--- config.mk ---
export PLATFORM = sky130hd
export DESIGN_NAME = apb_fifo_completer
export DESIGN_NICKNAME = d
export VERILOG_FILES = /design/src/rtl/apb_fifo_completer.sv
export SDC_FILE = /design/constraint.sdc
export NUM_CORES = 1
export LEC_CHECK = 0
export BUFFER_PORTS_ARGS = -buffer_cell sky130_fd_sc_hd__clkbuf_2
export CORE_ASPECT_RATIO = 1.2
export CORE_MARGIN = 2
export CORE_UTILIZATION = 35
export CTS_CLUSTER_SIZE = 12
export DETAILED_ROUTE_END_ITERATION = 6
export PLACE_DENSITY = 0.62
export SLEW_MARGIN = 20
export SYNTH_ARGS = -nofsm -noshare
export SYNTH_HDL_FRONTEND = slang
export SYNTH_SLANG_ARGS = --single-unit
--- constraint.sdc ---
create_clock -name PCLK -period 4.77 [get_ports PCLK]
set_input_delay 1.1925 -clock PCLK [delete_from_list [all_inputs] [get_ports PCLK]]
set_output_delay 1.1925 -clock PCLK [all_outputs]
set_load 0.02 [all_outputs]
--- src/rtl/apb_fifo_completer.sv ---
// apb_fifo_completer -- APB completer fronting a TX (bus->local) and an RX
// (local->bus) 32-bit FIFO behind a 32-byte register window.
//
// Ports:
//   PCLK, PRESETn          clock, async active-low reset
//   PADDR/PSEL/PENABLE/PWRITE/PWDATA   APB request
//   PRDATA/PREADY/PSLVERR  APB response (PRDATA/PSLVERR zero unless PREADY)
//   tx_data/tx_valid/tx_ready   TX FIFO head, first-word fall-through
//   rx_data/rx_valid/rx_ready   RX FIFO push side
//   irq                    (CTRL[0] & tx_empty) | (CTRL[1] & !rx_empty)
//
// Registers (offset PADDR[4:2]*4): 0x00 TXDATA (W), 0x04 RXDATA (R, pops),
// 0x08 STATUS (R), 0x0C CTRL (R/W, bits [3:2] are write-1 flush strobes).

// Circular FIFO. The parent guarantees no push when full and no pop when
// empty, so the count never over/underflows.
module apb_fifo_completer_fifo #(
    parameter int DEPTH = 8,
    parameter int AW    = $clog2(DEPTH)
) (
    input  logic          PCLK,
    input  logic          PRESETn,
    input  logic          push,
    input  logic          pop,
    input  logic          flush,
    input  logic [31:0]   wdata,
    output logic [31:0]   rdata,
    output logic [AW:0]   count,
    output logic          full,
    output logic          empty
);
    logic [31:0]   mem [DEPTH];
    logic [AW-1:0] wp, rp;

    always_ff @(posedge PCLK or negedge PRESETn) begin
        if (!PRESETn) begin
            wp    <= '0;
            rp    <= '0;
            count <= '0;
        end else if (flush) begin
            // flush wins over any same-cycle push or pop
            wp    <= '0;
            rp    <= '0;
            count <= '0;
        end else begin
            if (push) wp <= wp + 1'b1;
            if (pop)  rp <= rp + 1'b1;
            count <= count + {{AW{1'b0}}, push} - {{AW{1'b0}}, pop};
        end
    end

    always_ff @(posedge PCLK) begin
        if (push && !flush) mem[wp] <= wdata;
    end

    assign full  = (count == (AW+1)'(DEPTH));
    assign empty = (count == '0);
    // Head is forced to zero when empty so the output is defined from reset.
    assign rdata = empty ? '0 : mem[rp];
endmodule

module apb_fifo_completer #(
    parameter logic [31:0] BASE_ADDR   = 32'h2000_0000,
    parameter int          DEPTH       = 8,
    parameter int          WAIT_STATES = 1
) (
    input  logic        PCLK,
    input  logic        PRESETn,
    input  logic [31:0] PADDR,
    input  logic        PSEL,
    input  logic        PENABLE,
    input  logic        PWRITE,
    input  logic [31:0] PWDATA,
    output logic [31:0] PRDATA,
    output logic        PREADY,
    output logic        PSLVERR,
    output logic [31:0] tx_data,
    output logic        tx_valid,
    input  logic        tx_ready,
    input  logic [31:0] rx_data,
    input  logic        rx_valid,
    output logic        rx_ready,
    output logic        irq
);
    localparam int         AW = $clog2(DEPTH);
    localparam logic [2:0] WS = 3'(WAIT_STATES);

    typedef enum logic [1:0] {IDLE, SETUP, ACCESS} state_t;

    state_t      state, state_nxt;
    logic [2:0]  wcnt;
    logic [1:0]  ctrl;
    logic        in_win, err, done;
    logic [2:0]  off;
    logic [31:0] rdata, status, rx_head;
    logic        tx_push, tx_pop, tx_flush, tx_full, tx_empty;
    logic        rx_push, rx_pop, rx_flush, rx_full, rx_empty;
    logic        ctrl_wr;
    logic [AW:0] tx_count, rx_count;
    logic        unused_paddr;

    // Byte lanes within a word are not decoded.
    assign unused_paddr = &{1'b0, PADDR[1:0]};

    // Bus-phase tracker; it lags the bus by one cycle, so PREADY only needs
    // it to reject an enable phase that had no setup phase since reset.
    always_ff @(posedge PCLK or negedge PRESETn) begin
        if (!PRESETn) state <= IDLE;
        else          state <= state_nxt;
    end

    always_comb begin
        state_nxt = state;
        case (state)
            IDLE:    if (PSEL && !PENABLE) state_nxt = SETUP;
            SETUP:   state_nxt = ACCESS;
            ACCESS:  if (!PSEL)            state_nxt = IDLE;
                     else if (!PENABLE)    state_nxt = SETUP;
            default: state_nxt = IDLE;
        endcase
    end

    assign PREADY = PSEL && PENABLE && (state != IDLE) && (wcnt == WS);
    assign done   = PREADY;

    always_ff @(posedge PCLK or negedge PRESETn) begin
        if (!PRESETn)                                 wcnt <= '0;
        else if (!PSEL || done)                       wcnt <= '0;
        else if (PENABLE && state != IDLE && wcnt != WS) wcnt <= wcnt + 1'b1;
    end

    // Address decode / error decision from the registered FIFO state.
    assign in_win = (PADDR[31:5] == BASE_ADDR[31:5]);
    assign off    = PADDR[4:2];
    assign status = {12'b0, 4'(rx_count), 4'b0, 4'(tx_count),
                     4'b0, rx_empty, rx_full, tx_empty, tx_full};

    always_comb begin
        err   = 1'b1;
        rdata = '0;
        if (in_win) begin
            case (off)
                3'd0: err = !PWRITE || tx_full;
                3'd1: begin err = PWRITE || rx_empty; rdata = rx_head; end
                3'd2: begin err = PWRITE;             rdata = status;  end
                3'd3: begin err = 1'b0;               rdata = {30'b0, ctrl}; end
                default: err = 1'b1;
            endcase
        end
    end

    assign PSLVERR = done && err;
    assign PRDATA  = (done && !err && !PWRITE) ? rdata : '0;

    assign tx_push  = done && !err && PWRITE  && off == 3'd0;
    assign rx_pop   = done && !err && !PWRITE && off == 3'd1;
    assign ctrl_wr  = done && !err && PWRITE  && off == 3'd3;
    assign tx_flush = ctrl_wr && PWDATA[2];
    assign rx_flush = ctrl_wr && PWDATA[3];
    assign tx_pop   = tx_valid && tx_ready;
    assign rx_push  = rx_valid && rx_ready;

    always_ff @(posedge PCLK or negedge PRESETn) begin
        if (!PRESETn)     ctrl <= '0;
        else if (ctrl_wr) ctrl <= PWDATA[1:0];
    end

    apb_fifo_completer_fifo #(.DEPTH(DEPTH)) u_tx (
        .PCLK(PCLK), .PRESETn(PRESETn), .push(tx_push), .pop(tx_pop),
        .flush(tx_flush), .wdata(PWDATA), .rdata(tx_data), .count(tx_count),
        .full(tx_full), .empty(tx_empty)
    );

    apb_fifo_completer_fifo #(.DEPTH(DEPTH)) u_rx (
        .PCLK(PCLK), .PRESETn(PRESETn), .push(rx_push), .pop(rx_pop),
        .flush(rx_flush), .wdata(rx_data), .rdata(rx_head), .count(rx_count),
        .full(rx_full), .empty(rx_empty)
    );

    assign tx_valid = !tx_empty;
    assign rx_ready = !rx_full;
    assign irq      = (ctrl[0] && tx_empty) || (ctrl[1] && !rx_empty);
endmodule

==> results_dict.tcl <==
set metrics [dict create \
    status "completed" \
    die-area_mm2 0.0634 \
    cap_violations 0 \
    syn_area_mm2 0.0215 \
    dieHeight_um 275 \
    clockBufferDepth 3 \
    antenna_found_initial 2 \
    cp_top_family "compound AO/OA/AOI/OAI gates" \
    core_mm2 0.0607 \
    drive_gt1_frac 0.353 \
    cts_tree "done" \
    ys_ff_latch 539 \
    gr-usage-all-layers 0.144 \
    rsz0062_at_grt "yes" \
    drc_errors 0 \
    drt_iter0_drc 599 \
    synth.distinct_cells 52 \
    path_buf_inv 2 \
    power_mw 12.2 \
    dr.pass1.iters 6 \
    cp-start-kind "input port" \
    clock_latency_ns 0.59 \
    seq_area_frac_synth 0.747 \
    nNetsFinal 1377 \
    cts_sinks 539 \
    setup_tns_ns 0 \
    worstPathRequired_ns 3.58 \
    synth_cells 1043 \
    p_per_area_mw_per_mm2 486 \
    crit_top_cell "clkbuf_2" \
    pin_count 172 \
    tightest_slew_ns 0.953 \
    place_ws_ns 0.167 \
    period_share 0.957 \
    vias 10376 \
    syn_avg_cell_area_um2 20.6 \
    gp_congestion 0.774 \
    fin_ws_ns 0.204 \
    cts_buffers 54 \
    grt_start_max_net_pins 45 \
    endpoint_kind "primary output" \
    wl_per_cell_um 21.5 \
    initial_utilization 0.354 \
    worstSetupPathType "input port to primary output" \
    syn_to_final_growth_pct 16.7 \
    yosys.area.top_type_share 0.716 \
    numPortBuffers 169 \
    yosys_warnings 0 \
    final_common_cell "edfxtp_1" \
    ant_nets 0 \
    setup_violations 0 \
    yosys-top-cells-area "edfxtp_1 72%, mux4_2 13%, dfrtp_1 3.1%, mux2i_1 3.1%, nor2_1 1.4%" \
    hold_viol 0 \
    rows 99 \
    hpwl_um 26300 \
    period_needed_ns 4.57 \
    fillers 5409 \
    cts_max_level 2 \
    cp_max_fo 20 \
    postLayoutCoreUtil 0.413 \
    timing.hold.ws_ns 0.524 \
    grt_first_pass_wirelength_um 68400 \
    synth_area_leader_cell "edfxtp_1" \
    maxSlewHeadroom 0.363 \
    clock_skew_ns 0.0185 \
    grt_pass1_vias 11170 \
    mostFrequentLayoutCells "512 x edfxtp_1, 169 x clkbuf_2, 128 x mux4_2" \
    overflow 0 \
    synth_edf_count 512 \
    hold_class "flip-flop to flip-flop" \
    synth_nets 1166 \
    max_stage_delay_ns 0.55 \
    path_clk_slew_ns 0.06 \
    wl_um 44800 \
    peakVddDrop_uv 289 \
    cpMaxStageDelayCell "a311oi_2" \
    antennaDiodeCount 0 \
    worst_ep_arrival_time_ns 3.37 \
    slew_violations 0 \
    crit_chain "clkbuf_2 > nand2b_1 > a211o_1 > a311oi_2 > nand2_4 > nor3_2 > clkbuf_2" \
    die_w_um 230 \
    async_reset_ff_frac 0.0501 \
    fmax_mhz 219 \
    avgViaCountPerCell 4.97 \
    synth_ff_type "edfxtp_1" \
    root_buffer "clkbuf_16" \
    leakage_nw 8.27 \
]
[registers in the layout (all words and copies together) (netlist names)]
register and cells:
u_tx.rp 3, u_tx.count 4, ctrl 2, wcnt 3, u_tx.wp 3, u_tx.mem 256, state 2, u_rx.wp 3
u_rx.rp 3, u_rx.mem 256, u_rx.count 4
[power breakdown]
part	total [mW]	switching [mW]	internal, mW	leakage [nW]
logic	2.63	1.50	1.13	2.58
registers	5.84	0.242	5.59	4.95
clock network	3.73	1.65	2.07	0.738
[path summary, 6_finish.rpt]
check | start | endpoint | slack (ns) | depth (start not counted)
worst max register to register | u_rx.count[2]$_DFF_PN0_ | u_tx.mem[4][23]$_DFFE_PP_ | 1.46 | 9
worst max-delay path | PADDR[2] | PRDATA[24] | 0.20 | 7
max in group asynchronous | PRESETn | u_rx.rp[0]$_DFFE_PN0P_ | 3.54 | 1
worst min-delay path | state[1]$_DFFE_PN0P_ | state[1]$_DFFE_PN0P_ | 0.52 | 1
min in group asynchronous | PRESETn | state[1]$_DFFE_PN0P_ | 0.65 | 1
worst min register to register | state[1]$_DFFE_PN0P_ | state[1]$_DFFE_PN0P_ | 0.52 | 1
[cell type report]
class / instances / area [um^2] / share of cell area
Timing Repair Buffer: 204 / 1150 / 0.0457
Tap cell: 808 / 1010 / 0.0403
Multi-Input combinational cell: 435 / 5270 / 0.210
Clock inverter: 16 / 96.3 / 0.00384
Inverter: 20 / 75.1 / 0.00299
Sequential cell: 539 / 16100 / 0.641
Clock buffer: 64 / 1410 / 0.0562
[per-stage QoR]
stage / cell area (um^2) / instances
2_1_floorplan: 21500 / 1043
5_1_grt: 25100 / 2086
3_3_place_gp: 23600 / 2006
4_1_cts: 25100 / 2086
6_report: 25100 / 2086
3_5_place_dp: 23600 / 2006
[cells in the mapped netlist (4+ instances only)]
master / number
edfxtp_1: 512
a21oi_1: 13
mux2i_1: 66
dfrtp_1: 27
nand3_1: 7
buf_2: 17
buf_1: 7
nor3_2: 22
clkbuf_1: 22
a31oi_1: 5
nor3_1: 7
nor4_1: 10
ha_1: 18
inv_1: 20
a22o_1: 4
nor2b_1: 6
mux4_2: 128
nand2b_1: 7
nor2_1: 78
nand2_1: 16
xnor2_1: 7
[per-layer routing]
| layer | vias to the layer above | part of all wire | global-route usage |
|---|---|---|---|
| li1 | 4663 | - | - |
| met1 | 5420 | 0.40 | 0.172 |
| met2 | 207 | 0.53 | 0.261 |
| met3 | 82 | 0.042 | 0.0293 |
| met4 | 4 | 0.027 | 0.0452 |
| met5 | - | 0.00060 | 0 |
[logic make-up after synthesis]
logic type	Yosys count	share of synthesized area
DFF	539	0.747
muxes	196	0.166
and+or+nand+nor	170	0.0429
buffers and inverters	69	0.0141
AOI/OAI and AO/OA	40	0.0137
adders and majority gates	20	0.0123
xor gates and xnor gates	9	0.00367
[what timing repair did]
action / CTS / global route
hold buffers: 0 / 0
setup endpoints to repair: 0 / 7
buffers inserted: 0 / 0
resized for setup: 0 / 1
(Power assumes the default switching activity.)
